### config.mk
export PLATFORM = sky130hd
export DESIGN_NAME = pipe_hazard_ctrl
export DESIGN_NICKNAME = d
export VERILOG_FILES = /design/src/rtl/pipe_hazard_ctrl.sv
export SDC_FILE = /design/constraint.sdc
export NUM_CORES = 1
export LEC_CHECK = 0
export BUFFER_PORTS_ARGS = -buffer_cell sky130_fd_sc_hd__buf_2
export CAP_MARGIN = 40
export CORE_UTILIZATION = 42
export DETAILED_ROUTE_END_ITERATION = 10
export PLACE_DENSITY = 0.89
export SYNTH_ARGS = -nofsm -noshare
export SYNTH_HDL_FRONTEND = slang
export SYNTH_SLANG_ARGS = --single-unit
### constraint.sdc
create_clock -name clk -period 4.5 [get_ports clk]
set_input_delay 0.9 -clock clk [delete_from_list [all_inputs] [get_ports clk]]
set_output_delay 0.9 -clock clk [all_outputs]
set_load 0.05 [all_outputs]
### src/rtl/pipe_hazard_ctrl.sv
// pipe_hazard_ctrl: stall/flush sequencer for the five-stage pipeline.
// Drives hold/bubble controls of IF/ID, ID/EX, EX/MEM and MEM/WB from
// bus waits, load-use hazards, EX redirects and an optional multi-cycle EX unit.
// Optional feature macro: PIPE_MULTICYCLE_EX_EN (multi-cycle EX sequencing).
module pipe_hazard_ctrl #(
  parameter int unsigned MULTI_LAT = 16,
  parameter logic [63:0] RESET_PC  = 64'h8000_0000
) (
  input  logic        clk,
  input  logic        reset,
  input  logic        iwait,
  input  logic        dwait,
  input  logic        ex_redirect,
  input  logic [63:0] ex_redirect_pc,
  input  logic [4:0]  id_rs1,
  input  logic [4:0]  id_rs2,
  input  logic        id_uses_rs1,
  input  logic        id_uses_rs2,
  input  logic        ex_valid,
  input  logic        ex_is_load,
  input  logic [4:0]  ex_dst,
  input  logic        ex_multi_req,
  output logic        stall_if,
  output logic        stall_id,
  output logic        stall_ex,
  output logic        stall_mem,
  output logic        flush_if_id,
  output logic        bubble_ex,
  output logic        bubble_mem,
  output logic        ex_multi_done,
  output logic        pc_redirect,
  output logic [63:0] pc_redirect_pc,
  output logic [1:0]  ctrl_state
);

  typedef enum logic [1:0] {
    RUN        = 2'd0,
    MULTI      = 2'd1,
    REDIR_PEND = 2'd2
  } state_e;

  state_e      state_q, state_d;
  logic [63:0] pc_q, pc_d;
  logic        load_use;
  logic        multi_go;
  logic        s_if, s_id, s_ex, s_mem, fl_ifid, b_ex, b_mem, m_done, redir;

`ifdef PIPE_MULTICYCLE_EX_EN
  logic [5:0]  cnt_q, cnt_d;
  assign multi_go = ex_multi_req;
`else
  logic        unused_cfg;
  assign multi_go   = 1'b0;
  assign unused_cfg = ^{ex_multi_req, 6'(MULTI_LAT)};
`endif

  // Load-use hazard between the load in EX and the sources read in ID
  always_comb begin
    load_use = ex_valid && ex_is_load && (ex_dst != 5'd0) &&
               ((id_uses_rs1 && (id_rs1 == ex_dst)) ||
                (id_uses_rs2 && (id_rs2 == ex_dst)));
  end

  // Prioritised control decode and next-state computation
  always_comb begin
    state_d = state_q;
    pc_d    = pc_q;
    s_if    = 1'b0;
    s_id    = 1'b0;
    s_ex    = 1'b0;
    s_mem   = 1'b0;
    fl_ifid = 1'b0;
    b_ex    = 1'b0;
    b_mem   = 1'b0;
    m_done  = 1'b0;
    redir   = 1'b0;
`ifdef PIPE_MULTICYCLE_EX_EN
    cnt_d   = cnt_q;
`endif
    if (dwait) begin
      s_if  = 1'b1;
      s_id  = 1'b1;
      s_ex  = 1'b1;
      s_mem = 1'b1;
    end else begin
      case (state_q)
        MULTI: begin
`ifdef PIPE_MULTICYCLE_EX_EN
          s_if = 1'b1;
          s_id = 1'b1;
          if (cnt_q != 6'd0) cnt_d = cnt_q - 6'd1;
          // The request cycle already counts as one, so the final
          // cycle is the one that takes the counter from 1 to 0.
          if (cnt_q <= 6'd1) begin
            m_done  = 1'b1;
            state_d = RUN;
          end else begin
            s_ex  = 1'b1;
            b_mem = 1'b1;
          end
`else
          state_d = RUN;
`endif
        end
        REDIR_PEND: begin
          s_if    = 1'b1;
          fl_ifid = 1'b1;
          if (ex_redirect) pc_d = ex_redirect_pc;
          if (!iwait) begin
            redir   = 1'b1;
            state_d = RUN;
          end
        end
        default: begin
          if (multi_go) begin
            s_if    = 1'b1;
            s_id    = 1'b1;
            s_ex    = 1'b1;
            b_mem   = 1'b1;
            state_d = MULTI;
`ifdef PIPE_MULTICYCLE_EX_EN
            cnt_d   = 6'(MULTI_LAT - 1);
`endif
          end else if (ex_redirect) begin
            fl_ifid = 1'b1;
            b_ex    = 1'b1;
            pc_d    = ex_redirect_pc;
            if (!iwait) redir   = 1'b1;
            else        state_d = REDIR_PEND;
          end else if (load_use) begin
            s_if = 1'b1;
            s_id = 1'b1;
            b_ex = 1'b1;
          end else if (iwait) begin
            s_if    = 1'b1;
            fl_ifid = 1'b1;
          end
        end
      endcase
    end
  end

  // State, counter and latched redirect target
  always_ff @(posedge clk or posedge reset) begin
    if (reset) begin
      state_q <= RUN;
      pc_q    <= RESET_PC;
`ifdef PIPE_MULTICYCLE_EX_EN
      cnt_q   <= '0;
`endif
    end else begin
      state_q <= state_d;
      pc_q    <= pc_d;
`ifdef PIPE_MULTICYCLE_EX_EN
      cnt_q   <= cnt_d;
`endif
    end
  end

  // Outputs are forced quiet while reset is held so an abort takes effect at once
  assign stall_if       = s_if    & ~reset;
  assign stall_id       = s_id    & ~reset;
  assign stall_ex       = s_ex    & ~reset;
  assign stall_mem      = s_mem   & ~reset;
  assign flush_if_id    = fl_ifid & ~reset;
  assign bubble_ex      = b_ex    & ~reset;
`ifdef PIPE_MULTICYCLE_EX_EN
  assign bubble_mem     = b_mem   & ~reset;
  assign ex_multi_done  = m_done  & ~reset;
`else
  assign bubble_mem     = 1'b0;
  assign ex_multi_done  = 1'b0;
`endif
  assign pc_redirect    = redir   & ~reset;
  assign pc_redirect_pc = reset ? RESET_PC : pc_d;
  assign ctrl_state     = state_q;

endmodule

==> impl_metrics.json, run 1 <==
{
  "status": "completed",
  "hold_viol_final": 0,
  "track_usage_pct": 17.0,
  "critPathArrivalTime_ps": 2440,
  "root_buffer": "clkbuf_8",
  "cts.clk_slew.worst_paths_ps": 60,
  "rows": 32,
  "viasPerCell": 4.61,
  "final_common_cell": "buf_2",
  "max_freq_mhz": 299,
  "ir_worst_vdd_mv": 0.182,
  "die_area_um2": 8240,
  "cap_violations": 0,
  "reg2reg_setup_slack_ps": 3720,
  "layout-area-overhead-vs-synth_pct": 32.2,
  "yosysSeqAreaShare_pct": 49.2,
  "timing.rr.start": "pc_q[46]",
  "reg2reg_depth": 1,
  "synth_cell_types": 29,
  "portBuffers": 159,
  "cts_buffers": 9,
  "hp-start": "pc_q[41]",
  "rsz0062_at_grt": "no",
  "final_antenna_net_count": 0,
  "antenna_found_initial": 0,
  "fin_crit_sh_pct": 74.3,
  "io_pins": 164,
  "avgSynthCellArea_um2": 13.5,
  "num_vias": 2355,
  "grt_max_degree": 54,
  "cts_tree": "done",
  "clk_latency_ps": 320,
  "post_cts.repair.setup_buffers": 0,
  "required_ps": 3600,
  "htreeDepth": 3,
  "core-area_um2": 7690,
  "start_kind": "input pin",
  "diodes": 0,
  "skew_ps": 0,
  "min_path_cells": 1,
  "netlist_instances": 246,
  "slew_violations": 0,
  "worstSetupPathType": "input pin to output pin",
  "drive_gt1_share_pct": 60.6,
  "cts_resized": 0,
  "grt_pass1_vias": 2403,
  "setup_viol": 0,
  "drc": 0,
  "r2r-end": "pc_q[46]",
  "clkSinkCount": 65,
  "die_h_um": 90.8,
  "die_x_um": 90.8,
  "post-route-min-period_ps": 3340,
  "holdCritPathClass": "flip-flop to flip-flop",
  "wl_per_cell_um": 13.4,
  "grt_pass1_wl_um": 11100,
  "clk_path_buf_depth": 2,
  "cp-end-kind": "output pin",
  "holdPathEnd": "pc_q[41]",
  "power.leakage_nw": 2.27,
  "synth_area_um2": 3310,
  "crit_path_max_fanout": 53,
  "finalCoreUtilization_pct": 56.9,
  "drt_wl_total_um": 6870,
  "tns_ps": 0,
  "powerDensity_nw_per_um2": 398,
  "firstDrtPassIters": 6,
  "start_util_pct": 43.1,
  "drt-initial-drc-count": 66,
  "yosys_register_bits": 65,
  "final_cell_mix": "buf_2 (159), dfrtp_1 (64), and2_1 (63)",
  "nets": 493,
  "yosysWarnings": 0,
  "dp_hpwl_um": 5100,
  "place.gp.congestion": 0.784,
  "cts-hold-fix-buffers": 0,
  "grt_overflow": 0
}
-- how the worst max path moves through the flow --
| stage | cells past startpoint | start | to |
|---|---|---|---|
| 2_1_floorplan | 4 | ex_dst[3] | stall_if |
| 3_3_place_gp | 5 | reset | pc_redirect_pc[11] |
| 3_5_place_dp | 6 | reset | pc_redirect_pc[2] |
| 4_1_cts | 6 | reset | pc_redirect_pc[27] |
| 5_1_grt | 6 | reset | pc_redirect_pc[27] |
| 6_report | 6 | reset | pc_redirect_pc[32] |
-- routing by layer --
| metal | track usage, % | vias to the layer above | part of all wire, % |
|---|---|---|---|
| li1 | - | 1129 | - |
| met1 | 20.9 | 1114 | 42 |
| met5 | 0 | - | 0 |
| met3 | 4.12 | 10 | 6.3 |
| met4 | 7.54 | 0 | 1.7 |
| met2 | 28.2 | 102 | 50 |
-- Yosys cell counts (all sizes together) --
master / n / share of area [%]
buf: 11 / 3.0
and2: 64 / 12
dfstp: 1 / 0.79
clkbuf: 8 / 0.91
nor3: 1 / 0.15
conb: 1 / 0.11
inv: 1 / 0.11
dfrtp: 64 / 48
nor4: 3 / 0.57
nand2b: 1 / 0.19
o21a: 1 / 0.23
or4: 1 / 0.34
a211oi: 1 / 0.38
nor2b: 2 / 0.38
xnor2: 2 / 0.53
o211ai: 1 / 0.38
mux2: 64 / 27
a21oi: 1 / 0.15
a32oi: 1 / 0.26
o22a: 1 / 0.26
o41ai: 1 / 0.26
a31o: 1 / 0.26
xor2: 8 / 2.1
o21ai: 1 / 0.26
nor2: 5 / 0.57
-- per-stage QoR --
stage          worst slack, ps  std cells  hold slack (ps)  total power, W  cell area [µm²]
6_report                  1160        511              490         0.00174             4380
5_1_grt                    946        511              499         0.00183             4380
4_1_cts                   1120        511              492         0.00177             4380
3_5_place_dp              1120        495              475         0.00129             4200
3_3_place_gp               926        494              472         0.00127             4180
2_1_floorplan              440        248              464         0.00115             3320
-- cells by family after synthesis --
kind of cell	after synthesis	synth area share, %
AOI/OAI and AO/OA	9	2.46
xor gates and xnor gates	10	2.65
buffers and inverters	20	4.01
DFF	65	49.2
muxes	64	27.3
other	1	0.113
and+or+nand+nor	77	14.3
-- registers in the layout, summed over array words and instances (netlist names) --
register,cells
ctrl_state,1
pc_q,64
-- final cells by class --
| class | instances | area (µm²) |
|---|---|---|
| Inverter | 1 | 5.00 |
| Clock buffer | 12 | 135 |
| Clock inverter | 4 | 45.0 |
| Multi-Input combinational cell | 163 | 1570 |
| Fill cell | 673 | 3310 |
| Timing Repair Buffer | 164 | 871 |
| Tap cell | 102 | 128 |
| Sequential cell | 65 | 1630 |
-- power by group --
part           internal (W)  switching [W]
Sequential         0.000670      0.0000270
Clock              0.000254       0.000207
Combinational      0.000221       0.000361
Total               0.00114       0.000595
-- worst max-delay path, cell delays in order --
cell,delay [ps]
buf_2,180
clkinv_2,430
buf_12,350
buf_12,190
and2_1,160
buf_2,200
(Power assumes the default switching activity.)
==> inputs of run 2 (changes only) <==
--- a/config.mk
+++ b/config.mk
@@ -7,9 +7,9 @@
 export LEC_CHECK = 0
 export BUFFER_PORTS_ARGS = -buffer_cell sky130_fd_sc_hd__buf_2
 export CAP_MARGIN = 40
-export CORE_UTILIZATION = 42
+export CORE_UTILIZATION = 46
 export DETAILED_ROUTE_END_ITERATION = 10
-export PLACE_DENSITY = 0.89
+export PLACE_DENSITY = 0.92
 export SYNTH_ARGS = -nofsm -noshare
 export SYNTH_HDL_FRONTEND = slang
 export SYNTH_SLANG_ARGS = --single-unit
==> constraint.sdc (replaced) <==
create_clock -name clk -period 3.15 [get_ports clk]
set_input_delay 0.63 -clock clk [delete_from_list [all_inputs] [get_ports clk]]
set_output_delay 0.63 -clock clk [all_outputs]
set_load 0.05 [all_outputs]
==> run 2 against run 1 <==
  * Via count about the same
  * First-iteration DRC count increased by 11%
  * Utilization increased by 7.0 points
  * Worst hold slack got worse by 110 ps
  * Register-to-register slack got worse by 1300 ps
  * Total power increased by 45%
  * Critical path depth unchanged
  * Routed wire length increased by 0.35%
  * Global-route usage increased by 2.4 points
  * Count of clock-buffer cells in the layout unchanged
  * Largest cell class unchanged
  * Largest power group unchanged
==> impl_metrics.json, run 2 (same netlist as run 1, synthesis figures left out) <==
{
  "switching_power_w": 0.000845,
  "drt-initial-drc-count": 73,
  "met1Wirelength_um": 2810,
  "routed-wl-met2_um": 3420,
  "start_kind": "input pin",
  "dpl.cell_count": 489,
  "firstDrtPassIters": 4,
  "powerDensity_nw_per_um2": 574,
  "skew_ps": 0,
  "grt_overflow": 0,
  "nets": 493,
  "die_h_um": 86.8,
  "grt_pass1_vias": 2449,
  "reg2reg_setup_slack_ps": 2380,
  "hold_viol_final": 0,
  "comb_power_share_pct": 33.0,
  "wl_met3_um": 524,
  "fin_cells": 504,
  "seqPwrFrac_pct": 39.6,
  "holdCritPathClass": "input pin to asynchronous set/reset pin",
  "timing.rr.start": "pc_q[21]",
  "num_vias": 2353,
  "rsz0062_at_grt": "no",
  "crit_path_max_fanout": 3,
  "largest_reg_flops": 64,
  "antenna_found_initial": 0,
  "reg2reg_depth": 1,
  "required_ps": 2520,
  "cts-hold-fix-buffers": 0,
  "tns_ps": 0,
  "drc": 0,
  "rows": 30,
  "layout-area-overhead-vs-synth_pct": 32.7,
  "final_cell_mix": "buf_2 (159), dfrtp_1 (64), and2_1 (63)",
  "worstSetupPathType": "input pin to output pin",
  "grt_max_degree": 49,
  "post_cts.repair.setup_buffers": 0,
  "dp_hpwl_um": 5080,
  "cts_resized": 0,
  "slew_violations": 0,
  "regMostFlops": "pc_q",
  "wl_per_cell_um": 13.7,
  "start_util_pct": 48.2,
  "die_area_um2": 7540,
  "cap_violations": 0,
  "htreeDepth": 3,
  "intPower_w": 0.00168,
  "ir_worst_vdd_mv": 0.346,
  "drive_gt1_share_pct": 61.3,
  "critPathArrivalTime_ps": 2120,
  "clkSinkCount": 65,
  "viasPerCell": 4.67,
  "root_buffer": "clkbuf_8",
  "power.leakage_nw": 2.28,
  "r2r-end": "pc_q[21]",
  "switching_share_pct": 33.5,
  "cts_tree": "done",
  "die_x_um": 86.8,
  "portBuffers": 159,
  "cp-end-kind": "output pin",
  "max_freq_mhz": 364,
  "clk_latency_ps": 330,
  "cp-startpoint": "ex_dst[1]",
  "post-route-min-period_ps": 2750,
  "top_layer": "met4",
  "diodes": 0,
  "pwr-share-clk_pct": 27.4,
  "cts.clk_slew.worst_paths_ps": 70,
  "place.gp.congestion": 0.742,
  "track_usage_pct": 19.3,
  "placed_area_um2": 4200,
  "clk_path_buf_depth": 2,
  "core-area_um2": 6870,
  "drt_wl_total_um": 6890,
  "io_pins": 164,
  "endpoint": "flush_if_id",
  "fin_crit_sh_pct": 87.1,
  "setup_viol": 0,
  "final_common_cell": "buf_2",
  "status": "completed",
  "final_antenna_net_count": 0,
  "design_area_um2": 4390,
  "cts_buffers": 9,
  "grt_pass1_wl_um": 11000
}
## run 2: final cells by class
cell class              instances  area, µm²
clock buffers                  12        155
clock inverters                 3       40.0
fillers                       541       2480
inverters                       1       6.26
multi-input cells             163       1570
flip-flops and latches         65       1630
well taps                      96        120
repair buffers                164        871
## run 2: worst min-delay path by stage
stage | start | to | depth (start not counted)
after global placement | pc_q[48] | pc_q[48] | 1
after floorplan | pc_q[12] | pc_q[12] | 1
after detailed placement | pc_q[14] | pc_q[14] | 1
after CTS | reset | pc_q[11] | 2
final | reset | pc_q[3] | 2
after global routing | reset | pc_q[18] | 2
## run 2: power by group through the flow
stage / registers, W / logic (W) / clock network [W]
finish: 0.000997 / 0.000833 / 0.000691
detailed placement: 0.00101 / 0.000836 / 0
global route: 0.00101 / 0.000884 / 0.000755
CTS: 0.000998 / 0.000838 / 0.000718
floorplan: 0.00100 / 0.000647 / 0
global placement: 0.00100 / 0.000818 / 0
## run 2: through the flow
stage	total power (W)	setup WS, ps	hold WS, ps	util (%)
3_5_place_dp	0.00185	405	474	61.1
5_1_grt	0.00265	353	410	64.0
3_3_place_gp	0.00182	431	473	61.1
2_1_floorplan	0.00165	69.7	464	-
4_1_cts	0.00255	400	371	64.0
6_report	0.00252	405	384	64.0
## run 2: per-layer routing
| layer | track usage (%) | vias to the layer above |
|---|---|---|
| met1 | 21.4 | 1118 |
| met2 | 32.8 | 93 |
| met5 | 0 | - |
| li1 | - | 1130 |
| met4 | 9.39 | 0 |
| met3 | 7.14 | 12 |
## run 2: critical path: stages
cell      delay (ps)
buf_2            120
or4_4            530
o211ai_2         230
o21ai_2           80
a211oi_2         220
buf_2            300
==> inputs of run 3 (changes only) <==
--- a/config.mk
+++ b/config.mk
@@ -7,9 +7,9 @@
 export LEC_CHECK = 0
 export BUFFER_PORTS_ARGS = -buffer_cell sky130_fd_sc_hd__buf_2
 export CAP_MARGIN = 40
-export CORE_UTILIZATION = 46
+export CORE_UTILIZATION = 42
 export DETAILED_ROUTE_END_ITERATION = 10
-export PLACE_DENSITY = 0.92
+export PLACE_DENSITY = 0.89
 export SYNTH_ARGS = -nofsm -noshare
 export SYNTH_HDL_FRONTEND = slang
 export SYNTH_SLANG_ARGS = --single-unit
==> constraint.sdc (replaced) <==
create_clock -name clk -period 2.5 [get_ports clk]
set_input_delay 0.5 -clock clk [delete_from_list [all_inputs] [get_ports clk]]
set_output_delay 0.5 -clock clk [all_outputs]
set_load 0.05 [all_outputs]
==> run 3 against run 2 <==
  * Worst hold slack worse by 180 ps
  * Non-clock buffer count up 9
  * Worst setup slack worse by 380 ps
  * Critical endpoint unchanged
  * Largest cell class unchanged
==> impl_metrics.json, run 3 (same netlist as run 1, synthesis figures left out) <==
{
  "status": "completed",
  "required_ps": 2000,
  "slew_violations": 0,
  "clkSinkCount": 65,
  "die_x_um": 90.8,
  "clk_latency_ps": 320,
  "root_buffer": "clkbuf_8",
  "grtUsageMet2_pct": 31.8,
  "die_h_um": 90.8,
  "dp_hpwl_um": 5450,
  "fillerInstances": 653,
  "hold_viol_final": 0,
  "drt_wl_total_um": 7260,
  "skew_ps": 0,
  "fin_crit_sh_pct": 98.9,
  "comb_power_share_pct": 33.8,
  "worstSetupPathType": "input pin to output pin",
  "start_kind": "input pin",
  "reg2reg_depth": 1,
  "intPower_w": 0.00213,
  "final_antenna_net_count": 0,
  "holdCritPathClass": "input pin to asynchronous set/reset pin",
  "switching_power_w": 0.00109,
  "r2r-end": "pc_q[49]",
  "cts-hold-fix-buffers": 0,
  "diodes": 0,
  "num_vias": 2399,
  "power.leakage_nw": 2.35,
  "cp.depth": 6,
  "whs_ps": 202,
  "firstDrtPassIters": 6,
  "path_buf_inv": 2,
  "use_met1_pct": 20.8,
  "grt_overflow": 0,
  "cts_buffers": 9,
  "grt_pass1_wl_um": 11600,
  "core-area_um2": 7690,
  "grt_pass1_vias": 2443,
  "drc": 0,
  "ir_worst_vdd_mv": 0.410,
  "die_area_um2": 8240,
  "crit_path_max_fanout": 3,
  "cts.clk_slew.worst_paths_ps": 70,
  "rows": 32,
  "max_freq_mhz": 404,
  "post-route-min-period_ps": 2470,
  "drt-initial-drc-count": 53,
  "grt-busiest-layer": "met2",
  "critPathTopFamily": "simple AND/OR/NAND/NOR gates",
  "drive_gt1_share_pct": 62.8,
  "io_pins": 164,
  "placed_area_um2": 4340,
  "setup_viol": 0,
  "antenna_found_initial": 0,
  "cts_tree": "done",
  "wl_per_cell_um": 14.0,
  "layout-area-overhead-vs-synth_pct": 37.8,
  "cp-end-kind": "output pin",
  "pwr-share-clk_pct": 27.3,
  "final_common_cell": "buf_2",
  "track_usage_pct": 17.9,
  "reg2reg_setup_slack_ps": 1730,
  "grt_max_degree": 48,
  "regMostFlops": "pc_q",
  "switching_share_pct": 33.8,
  "start_util_pct": 43.1,
  "design_area_um2": 4560,
  "htreeDepth": 3,
  "largest_reg_flops": 64,
  "max_stage_delay_ps": 550,
  "viasPerCell": 4.62,
  "clk_path_buf_depth": 2,
  "timing.rr.start": "pc_q[49]",
  "seqPwrFrac_pct": 39.0,
  "grt_util_met3_pct": 3.96,
  "cap_violations": 0,
  "final_cell_mix": "buf_2 (155), dfrtp_1 (64), and2_1 (63)",
  "cp_slowest_cell": "or4_4",
  "portBuffers": 159,
  "place.gp.congestion": 0.751,
  "powerDensity_nw_per_um2": 706,
  "post_cts.repair.setup_buffers": 0,
  "nets": 502,
  "critPathArrivalTime_ps": 1970,
  "path_cells": "buf_2, or4_4, o211ai_4, o21ai_2, a211oi_4, clkbuf_4"
}
## run 3: worst max-delay path by stage
stage          startpoint     endpoint  slack, ps
3_3_place_gp    ex_dst[3]     stall_if         -3
6_report        ex_dst[1]  flush_if_id         30
4_1_cts         ex_dst[3]    bubble_ex         20
5_1_grt         ex_dst[1]     stall_id         -3
2_1_floorplan       reset     stall_id        -10
3_5_place_dp    ex_dst[3]     stall_if        -90
## run 3: final cells by class
cell class                 instances  area (µm²)  area share, %
timing repair buffer             173         986           21.6
inverter                           1        6.26          0.137
clock buffer                      12         155           3.40
multi-input combinational        163        1620           35.5
sequential                        65        1630           35.7
clock inverter                     3        40.0          0.877
tap                              102         128           2.80
## run 3: power by group through the flow
stage | clock network, W | logic, W | registers, W
final | 0.000878 | 0.00109 | 0.00125
after global routing | 0.000951 | 0.00115 | 0.00127
after CTS | 0.000913 | 0.00109 | 0.00126
after detailed placement | 0 | 0.00109 | 0.00127
after global placement | 0 | 0.00106 | 0.00126
after floorplan | 0 | 0.000820 | 0.00126
## run 3: metal layers
layer  share of wire (%)  vias up  wire, µm
met3                 6.1       10       440
met4                 1.5        0       106
li1                    -     1150         -
met1                  41     1136      2940
met5                   0        -         0
met2                  52      103      3770
## run 3: repair_timing
action                     CTS  global route
pin swaps                    0             0
resized for setup            3             5
setup endpoints to repair    4             3
## run 3: metrics by stage
stage / utilization [%] / setup slack [ps] / TNS [ps] / instances / total power [W]
5_1_grt: 59.4 / -3.12 / -5.23 / 519 / 0.00337
4_1_cts: 59.1 / 19.5 / 0 / 519 / 0.00326
3_3_place_gp: 56.4 / -2.51 / -2.51 / 504 / 0.00232
2_1_floorplan: - / -13.5 / -13.5 / 248 / 0.00208
3_5_place_dp: 56.4 / -92.2 / -233 / 504 / 0.00236
6_report: 59.4 / 27.5 / 0 / 519 / 0.00322
